## src/rtl/mac_accumulator.sv

```systemverilog
// mac_accumulator: frame-wise signed multiply-accumulate behind a radix-4 Booth / carry-save-tree multiplier
module multiplier (
    input  logic signed [15:0] a,
    input  logic signed [15:0] b,
    output logic signed [31:0] p
);
    logic [16:0] bx;
    logic [31:0] ax;
    logic [31:0] pp [8];
    logic [31:0] s [6];
    logic [31:0] c [6];
    function automatic logic [63:0] csa(input logic [31:0] x, input logic [31:0] y, input logic [31:0] z);
        return {x ^ y ^ z, ((x & y) | (x & z) | (y & z)) << 1};
    endfunction
    assign bx = {b, 1'b0};
    assign ax = {{16{a[15]}}, a};
    // each overlapping bit triple of b selects 0, +-a or +-2a; all sums are taken mod 2^32
    for (genvar i = 0; i < 8; i++) begin : g_pp
        logic [2:0] t;
        logic [31:0] m;
        assign t = bx[2*i+:3];
        assign m = (t == 3'b011) ? ax << 1 :
                   (t == 3'b100) ? -(ax << 1) :
                   (t == 3'b001 || t == 3'b010) ? ax :
                   (t == 3'b101 || t == 3'b110) ? -ax : '0;
        assign pp[i] = m << (2 * i);
    end
    assign {s[0], c[0]} = csa(pp[0], pp[1], pp[2]);
    assign {s[1], c[1]} = csa(pp[3], pp[4], pp[5]);
    assign {s[2], c[2]} = csa(s[0], c[0], s[1]);
    assign {s[3], c[3]} = csa(c[1], pp[6], pp[7]);
    assign {s[4], c[4]} = csa(s[2], c[2], s[3]);
    assign {s[5], c[5]} = csa(s[4], c[4], c[3]);
    assign p = s[5] + c[5];
endmodule

module mac_accumulator #(
    parameter int ACC_W = 40,
    parameter int CNT_W = 8
) (
    input  logic                    clk,
    input  logic                    rst,
    input  logic                    clr,
    input  logic                    in_valid,
    output logic                    in_ready,
    input  logic signed [15:0]      in_a,
    input  logic signed [15:0]      in_b,
    input  logic                    in_last,
    output logic                    out_valid,
    input  logic                    out_ready,
    output logic signed [ACC_W-1:0] out_acc,
    output logic [31:0]             out_sat,
    output logic [CNT_W-1:0]        out_cnt,
    output logic                    overflow
);
    logic stall, frame_end, add_ovf, flag, fits;
    logic v1, l1, v2, l2;
    logic signed [15:0] a1, b1;
    logic signed [31:0] prod, p2;
    logic signed [ACC_W-1:0] acc, pe, sum;
    logic [CNT_W-1:0] cnt, cnt_next;

    assign stall = out_valid & ~out_ready;
    assign in_ready = ~stall & ~clr;
    assign frame_end = v2 & l2 & ~stall;

    multiplier u_mul (.a(a1), .b(b1), .p(prod));

    assign pe = {{(ACC_W-32){p2[31]}}, p2};
    assign sum = acc + pe;
    assign add_ovf = (acc[ACC_W-1] == pe[ACC_W-1]) && (sum[ACC_W-1] != acc[ACC_W-1]);
    assign cnt_next = &cnt ? cnt : cnt + 1'b1;

    always_ff @(posedge clk or posedge rst) begin
        if (rst) begin
            v1 <= 1'b0;
            l1 <= 1'b0;
            a1 <= '0;
            b1 <= '0;
            v2 <= 1'b0;
            l2 <= 1'b0;
            p2 <= '0;
        end else if (clr) begin
            v1 <= 1'b0;
            v2 <= 1'b0;
        end else if (!stall) begin
            v1 <= in_valid;
            l1 <= in_last;
            a1 <= in_a;
            b1 <= in_b;
            v2 <= v1;
            l2 <= l1;
            p2 <= prod;
        end
    end

    // the running state restarts at every frame end so the next frame starts from zero
    always_ff @(posedge clk or posedge rst) begin
        if (rst) begin
            acc  <= '0;
            cnt  <= '0;
            flag <= 1'b0;
        end else if (clr || frame_end) begin
            acc  <= '0;
            cnt  <= '0;
            flag <= 1'b0;
        end else if (v2 && !stall) begin
            acc  <= sum;
            cnt  <= cnt_next;
            flag <= flag | add_ovf;
        end
    end

    always_ff @(posedge clk or posedge rst) begin
        if (rst) begin
            out_valid <= 1'b0;
            out_acc   <= '0;
            out_cnt   <= '0;
            overflow  <= 1'b0;
        end else if (clr) begin
            out_valid <= 1'b0;
            out_acc   <= '0;
            out_cnt   <= '0;
            overflow  <= 1'b0;
        end else if (frame_end) begin
            out_valid <= 1'b1;
            out_acc   <= sum;
            out_cnt   <= cnt_next;
            overflow  <= flag | add_ovf;
        end else if (out_ready) begin
            out_valid <= 1'b0;
        end
    end

    // the value fits in 32 signed bits when all bits from 31 upward agree
    assign fits = &out_acc[ACC_W-1:31] | ~|out_acc[ACC_W-1:31];
    assign out_sat = fits ? out_acc[31:0] : out_acc[ACC_W-1] ? 32'h8000_0000 : 32'h7FFF_FFFF;
endmodule

```

## config.mk

```make
export PLATFORM = sky130hd
export DESIGN_NAME = mac_accumulator
export DESIGN_NICKNAME = d
export VERILOG_FILES = /design/src/rtl/mac_accumulator.sv
export SDC_FILE = /design/constraint.sdc
export NUM_CORES = 1
export LEC_CHECK = 0
export BUFFER_PORTS_ARGS = -buffer_cell sky130_fd_sc_hd__buf_2
export CAP_MARGIN = 20
export CORE_AREA = 2 2 208 210
export CTS_CLUSTER_DIAMETER = 200
export DETAILED_ROUTE_END_ITERATION = 10
export DIE_AREA = 0 0 210 212
export PLACE_DENSITY = 0.65
export SYNTH_ARGS = -nofsm -noshare
export SYNTH_HDL_FRONTEND = slang
export SYNTH_SLANG_ARGS = --single-unit
```

## constraint.sdc

```tcl
create_clock -name clk -period 10.3 [get_ports clk]
set_input_delay 0.515 -clock clk [delete_from_list [all_inputs] [get_ports clk]]
set_output_delay 0.515 -clock clk [all_outputs]
set_load 0.03 [all_outputs]
```

Yosys cells after proc, flatten, opt, wreduce, memory -nomap -nowiden

Index checks and enable logic that the tools add are counted.

Register bits: 167
Bits in latches: 0
Bits in writable memories: 0
Bits in read-only memories: 0
Input bits: 38
Output and inout port bits: 83
Logic and storage cells: 197
Memories kept: 0

$add $sub $neg: 5
$mul: 0
Div/mod/pow operators: 0
$lt $le $gt $ge: 0
Equality and inequality tests: 48
Shift-type cells: 0
Muxes and demuxes: 53
Bitwise operators: 51
Reduce and logical (&&, ||, !) cells: 26

Operators by type and width:

| cell                | count |
|---|---|
| $and 31x31->31      | 18 |
| $xor 32x32->32      | 12 |
| $or 31x31->31       | 12 |
| $mux 32             | 5 |
| $mux 40             | 4 |
| $mux 30             | 4 |
| $mux 28             | 4 |
| $mux 26             | 4 |
| $mux 24             | 4 |
| $mux 22             | 4 |
| $mux 20             | 4 |
| $mux 18             | 4 |
| $neg 32->32         | 2 |
| $eq 3x3->1 const B  | 21 |
| $eq 3x2->1 const B  | 14 |
| $add 40x32->40      | 1 |
| $mux 8              | 5 |
| $add 32x32->32      | 1 |
| $eq 3x1->1 const B  | 7 |
| $logic_or 1x1->1    | 15 |
| $mux 1              | 11 |
| $reduce_and 9->1    | 1 |
| $reduce_or 9->1     | 1 |
| $add 8x1->8 const B | 1 |
| other kinds (14)    | 24 |

Longest topological paths before layout

Word-level depth: 19
Depth in mapped cells: 32
Depth with buffers taken out: 28

By module

Synthesis repeated with hierarchy kept, for this count alone.

Cell total of the unflattened synthesis: 2278
Area, all modules: 19506.2 µm²

Modules (own cells, without submodules):

| module          | instances | cells an instance | area an instance (µm²) | sequential area each (µm²) |
|---|---|---|---|---|
| multiplier      | 1         | 1439              | 10452.5                | 0.0 |
| mac_accumulator | 1         | 839               | 9053.7                 | 4179.0 |

Worst setup path before layout

No wires, ideal clock.

Path kind: flip-flop to flip-flop
Start point: register a1[1]
End point: register p2[31]
Setup time: 0.129 ns
Data arrival time: 7.063 ns
Data required time: 10.171 ns
Setup slack: 3.108 ns
Cell stages (with the launch flop): 31
Path buffers: 4
Period minus slack after synthesis: 7.192 ns
Cell sequence: dfrtp_1 -> buf_2 -> clkbuf_1 -> inv_1 -> ha_1 -> nand2b_1 -> nor2_1 -> nand3_1 -> or3_1 -> clkbuf_1 -> nand2_1 -> nand2_1 -> maj3_1 -> a221o_1 -> fa_1 -> fa_1 -> fa_1 -> inv_1 -> fa_1 -> ha_1 -> clkbuf_1 -> a21oi_1 -> o21ai_0 -> a221oi_1 -> o21ai_0 -> a31o_2 -> a21oi_1 -> o211ai_1 -> o41ai_1 -> xnor2_1 -> o21ai_1

Cells in the longest elaborated chain, start to end: 18
Elaborated cells on any way between the ends: 76
Classes of those cells: 3 x add/sub; 31 x mux; 42 x bitwise

Ends and longest elaborated chain:

| element                                   | line | text |
|---|---|---|
| start, declared                           | 58   | `logic signed [15:0] a1, b1;` |
| start signal, assigned                    | 89   | `a1 <= in_a;` |
| $neg 32->32                               | 25   | `(t == 3'b101 \|\| t == 3'b110) ? -ax : '0;` |
| $mux 30 / $mux 28 (equally long branches) | 25   |  |
| $mux 30 / $mux 28 (equally long branches) | 24   | `(t == 3'b001 \|\| t == 3'b010) ? ax :` |
| $mux 30 / $mux 28 (equally long branches) | 23   | `(t == 3'b100) ? -(ax << 1) :` |
| $mux 30 / $mux 28 (equally long branches) | 22   | `assign m = (t == 3'b011) ? ax << 1 :` |
| $and 31x31->31                            | 13   | `return {x ^ y ^ z, ((x & y) \| (x & z) \| (y & z)) << 1};` |
| $or 31x31->31 (2 in series)               | 13   |  |
| $and 31x31->31                            | 13   |  |
| $or 31x31->31 (2 in series)               | 13   |  |
| $and 31x31->31                            | 13   |  |
| $or 31x31->31 (2 in series)               | 13   |  |
| $and 31x31->31                            | 13   |  |
| $or 31x31->31 (2 in series)               | 13   |  |
| $add 32x32->32 *                          | 34   | `assign p = s[5] + c[5];` |
| end signal, assigned                      | 93   | `p2 <= prod;` |
| end, declared                             | 59   | `logic signed [31:0] prod, p2;` |

Every way passes the cells marked *; elsewhere a longest branch is shown, timed or not.
A chain may end at the register's enable or synchronous reset.

Worst setup path in the final report

Start point: register a1[5]
End point: register p2[31]

Same word-level chain as after synthesis.

==> key figures <==
Outcome
  • Outcome: completed

Yosys
  • Synth Area in Simple Gates: roughly 14%
  • Synth Area in Compound Gates: roughly 28%
  • Seq/Total Area, Yosys: between 20% and 30%
  • XOR/XNOR Fraction of Synth Area: 5.55%
  • Post-Synthesis Cells: roughly 2300
  • Mux contribution to synthesized area: 2.19%
  • Synth Flop Type: dfrtp_1
  • Synthesis Warnings: 0
  • Mapped Area: roughly 0.019 mm2
  • EDFF count, synth: 0
  • Seq cells post-synth: around 170
  • Post-synth cell types: between 70 and 80
  • Largest family of logic cells by synthesized area: compound AO/OA/AOI/OAI gates
  • Mean post-synth cell area: 8.19 um2
  • Syn_nets: 2553
  • FFs w/ async S/R, synth: 100%
  • Post-Synth Adder-Cell Area: approximately a fifth

Worst setup path
  • Critical path class: reg2reg
  • Critical Path Most Common Cell: fa_1
  • Max incr delay on CP: around 730 ps
  • Slowest cell on crit path: dfrtp_1
  • CP arrival: between 8000 and 9000 ps
  • CP delay by family, top: simple AND/OR/NAND/NOR gates
  • Crit end category: register
  • Worst path cell trace: or4_1, nor3_1, nand3_1, nand2_1, mux2i_1, a22oi_1, fa_1, fa_1, fa_1, fa_1, inv_1, ha_1, a21oi_1, nand2_1, o31ai_1, o21ai_0, a31o_2, a21oi_1, o211ai_1, o41ai_1, xnor2_1, o21ai_1
  • Critical Path Start Type: register
  • Crit Path Max Fanout: 27
  • Worst Path Required: roughly 11000 ps
  • Buf/Inv on CP: 1

Clock network
  • Number of hold buffers added after CTS: 0
  • Sink Count: between 150 and 200
  • Reg clk slew, reported paths: 80 ps
  • CTS H-tree lvls: 4
  • Clk buf depth: 2
  • Clock root cell: clkbuf_16
  • CTS tree: built
  • Post-CTS setup buffer count: 0
  • Total CTS buffers: 17
  • Post-CTS sizing: 0
  • Skew-Pair Late Insertion Delay: around 500 ps

Global routing
  • GR Layer Usage met1: between 40% and 50%
  • Initial antenna violation count: 0
  • GR Overflow Total: 0
  • M2 GR Usage: 48.6%
  • Overall routing resource usage: 31.6%
  • Vias in the first global route: 17439
  • Met3 Use GR: ~6.5%
  • First-pass GRT wire length: ~110 mm
  • Busiest grt layer: met2
  • Pin count of the biggest net entering global routing: 106

Drt
  • Via count: 18091
  • TritonRoute pass-1 iters: 9
  • DRC: 0
  • WL final: 69.4 mm
  • Iter 0 DRT Violations: around 2200
  • Antenna viol nets, final: 0
  • Vias per cell: around 6.3
  • Wire length per cell: ~24 um

Floorplanning
  • Initial core utilization: between 40% and 50%
  • Die Y: 212 um
  • Die Area: ~0.045 mm2
  • Floorplan row count: between 70 and 80
  • Core area: 0.0425 mm2
  • Die X: 210 um
  • Ports: around 120

STA
  • Final slew viol count: 0
  • FMAX: between 0.1 and 0.15 GHz
  • Minimum clock period: 8420 ps
  • Slew HR: 23.8%
  • Final hold slack: 208 ps
  • Period Utilization, post-route: between 80% and 90%
  • Slew @ Worst Pin: 1140 ps
  • RSZ-0062 raised after global routing: no
  • Final setup viols: 0
  • Post-Route Skew: between 15 and 20 ps
  • Fin. Hold Viols: 0
  • TNS Setup: 0 ps

Finish
  • Fraction of layout cells with a size suffix above 1: 10.9%
  • Most common cell after layout, fill and taps aside: nand2_1
  • P&R area growth vs syn: 8.46%
  • Most frequent cells in the layout: nand2_1 (305), o21ai_0 (207), a21oi_1 (170), dfrtp_1 (164), nor2_1 (147)
  • N_diodes: 0
  • Fin nets: between 2000 and 3000

Hold path
  • Worst hold path type: in2reg

Place
  • Post-DP HPWL: approximately 50 mm
  • GPL Wtd Cong: between 1 and 1.5
  • I/O Buffers: 120

Power
  • Pwr Density: approximately 380 mW/mm2
  • Leak: 9.46 nW
  • Total power: between 7 and 8 mW
  • Peak supply drop: between 0.0003 and 0.0004 V

Job
  • Max Cap Violations: 0
==> through the flow <==
step	instances	setup slack, ps	cell area, um2	util [%]
global placement	2822	2120	19800	46.5
detailed placement	2822	1990	19800	46.5
CTS	2854	1970	20400	47.9
floorplan	2294	3110	18800	-
finish	2855	1880	20400	47.9
global route	2855	1300	20400	47.9
==> cell type report <==
cell class,instances,area (um2)
fillers,4142,22100
multi-input cells,1804,13400
flip-flops and latches,167,4180
repair buffers,173,998
well taps,546,683
inverters,133,507
clock buffers,18,439
clock inverters,14,160
==> cells in the mapped netlist (31+ instances only) <==
cell,n,area share (%)
mux2i_1,31,1.7
clkbuf_1,159,3.2
xnor2_1,79,3.7
fa_1,132,14
inv_1,128,2.6
xor2_1,40,1.9
a221oi_1,59,2.8
a31oi_1,32,1.1
a21oi_1,171,4.6
dfrtp_1,167,22
nor2_1,149,3.0
a21o_1,52,2.1
nand2_1,305,6.1
nand3_1,33,0.88
ha_1,89,5.9
o22ai_1,39,1.3
o21ai_0,207,5.5
a22o_1,73,3.4
==> path summary, 6_finish.rpt <==
kind                            cells after the start                     end  slack [ps]                   start
worst max-delay path                               22      p2[31]$_DFFE_PP0P_        1880       a1[5]$_DFFE_PP0P_
worst min-delay path                                3       a1[6]$_DFFE_PP0P_         210                 in_a[6]
worst max register to register                     22      p2[31]$_DFFE_PP0P_        1880       a1[5]$_DFFE_PP0P_
worst min register to register                      2  out_cnt[5]$_DFFE_PP0N_         480  out_cnt[5]$_DFFE_PP0N_
max in group asynchronous                           3      b1[11]$_DFFE_PP0P_        8580                     rst
min in group asynchronous                           2  out_acc[3]$_DFFE_PP0N_         240                     rst
==> tightest hold or removal path: stages <==
cell and delay (ps):
buf_2 70, nand2_1 40, nand2_1 50
==> logic make-up (layout without fill, tap and decap cells) <==
kind of cell             after synthesis  in the layout
buffers and inverters                323            338
XOR/XNOR                             119            119
AND/OR/NAND/NOR                      605            605
flip-flops                           167            167
AO/OA/AOI/OAI                        805            805
multiplexers                          40             40
adder cells (fa/ha/maj)              235            235
==> metal layers <==
| metal | wire length [um] | up-vias |
|---|---|---|
| met3 | 6490 | 211 |
| met1 | 29200 | 8686 |
| met4 | 3740 | 0 |
| li1 | - | 8216 |
| met5 | 0 | - |
| met2 | 30000 | 978 |
==> report_power, final <==
group / switching, mW / internal (mW) / leakage, nW
Combinational: 3.50 / 2.64 / 6.96
Sequential: 0.105 / 0.790 / 2.20
Clock: 0.313 / 0.370 / 0.298
==> state kept, by name (all words and copies together) (netlist names) <==
| name | cells |
|---|---|
| acc | 40 |
| out_acc | 40 |
| p2 | 32 |
| a1 | 16 |
| b1 | 16 |
| cnt | 8 |
| out_cnt | 8 |
| flag | 1 |
| l1 | 1 |
| l2 | 1 |
| out_valid | 1 |
| overflow | 1 |
| v1 | 1 |
| v2 | 1 |
Note: power is estimated with default switching activity, not from simulation.
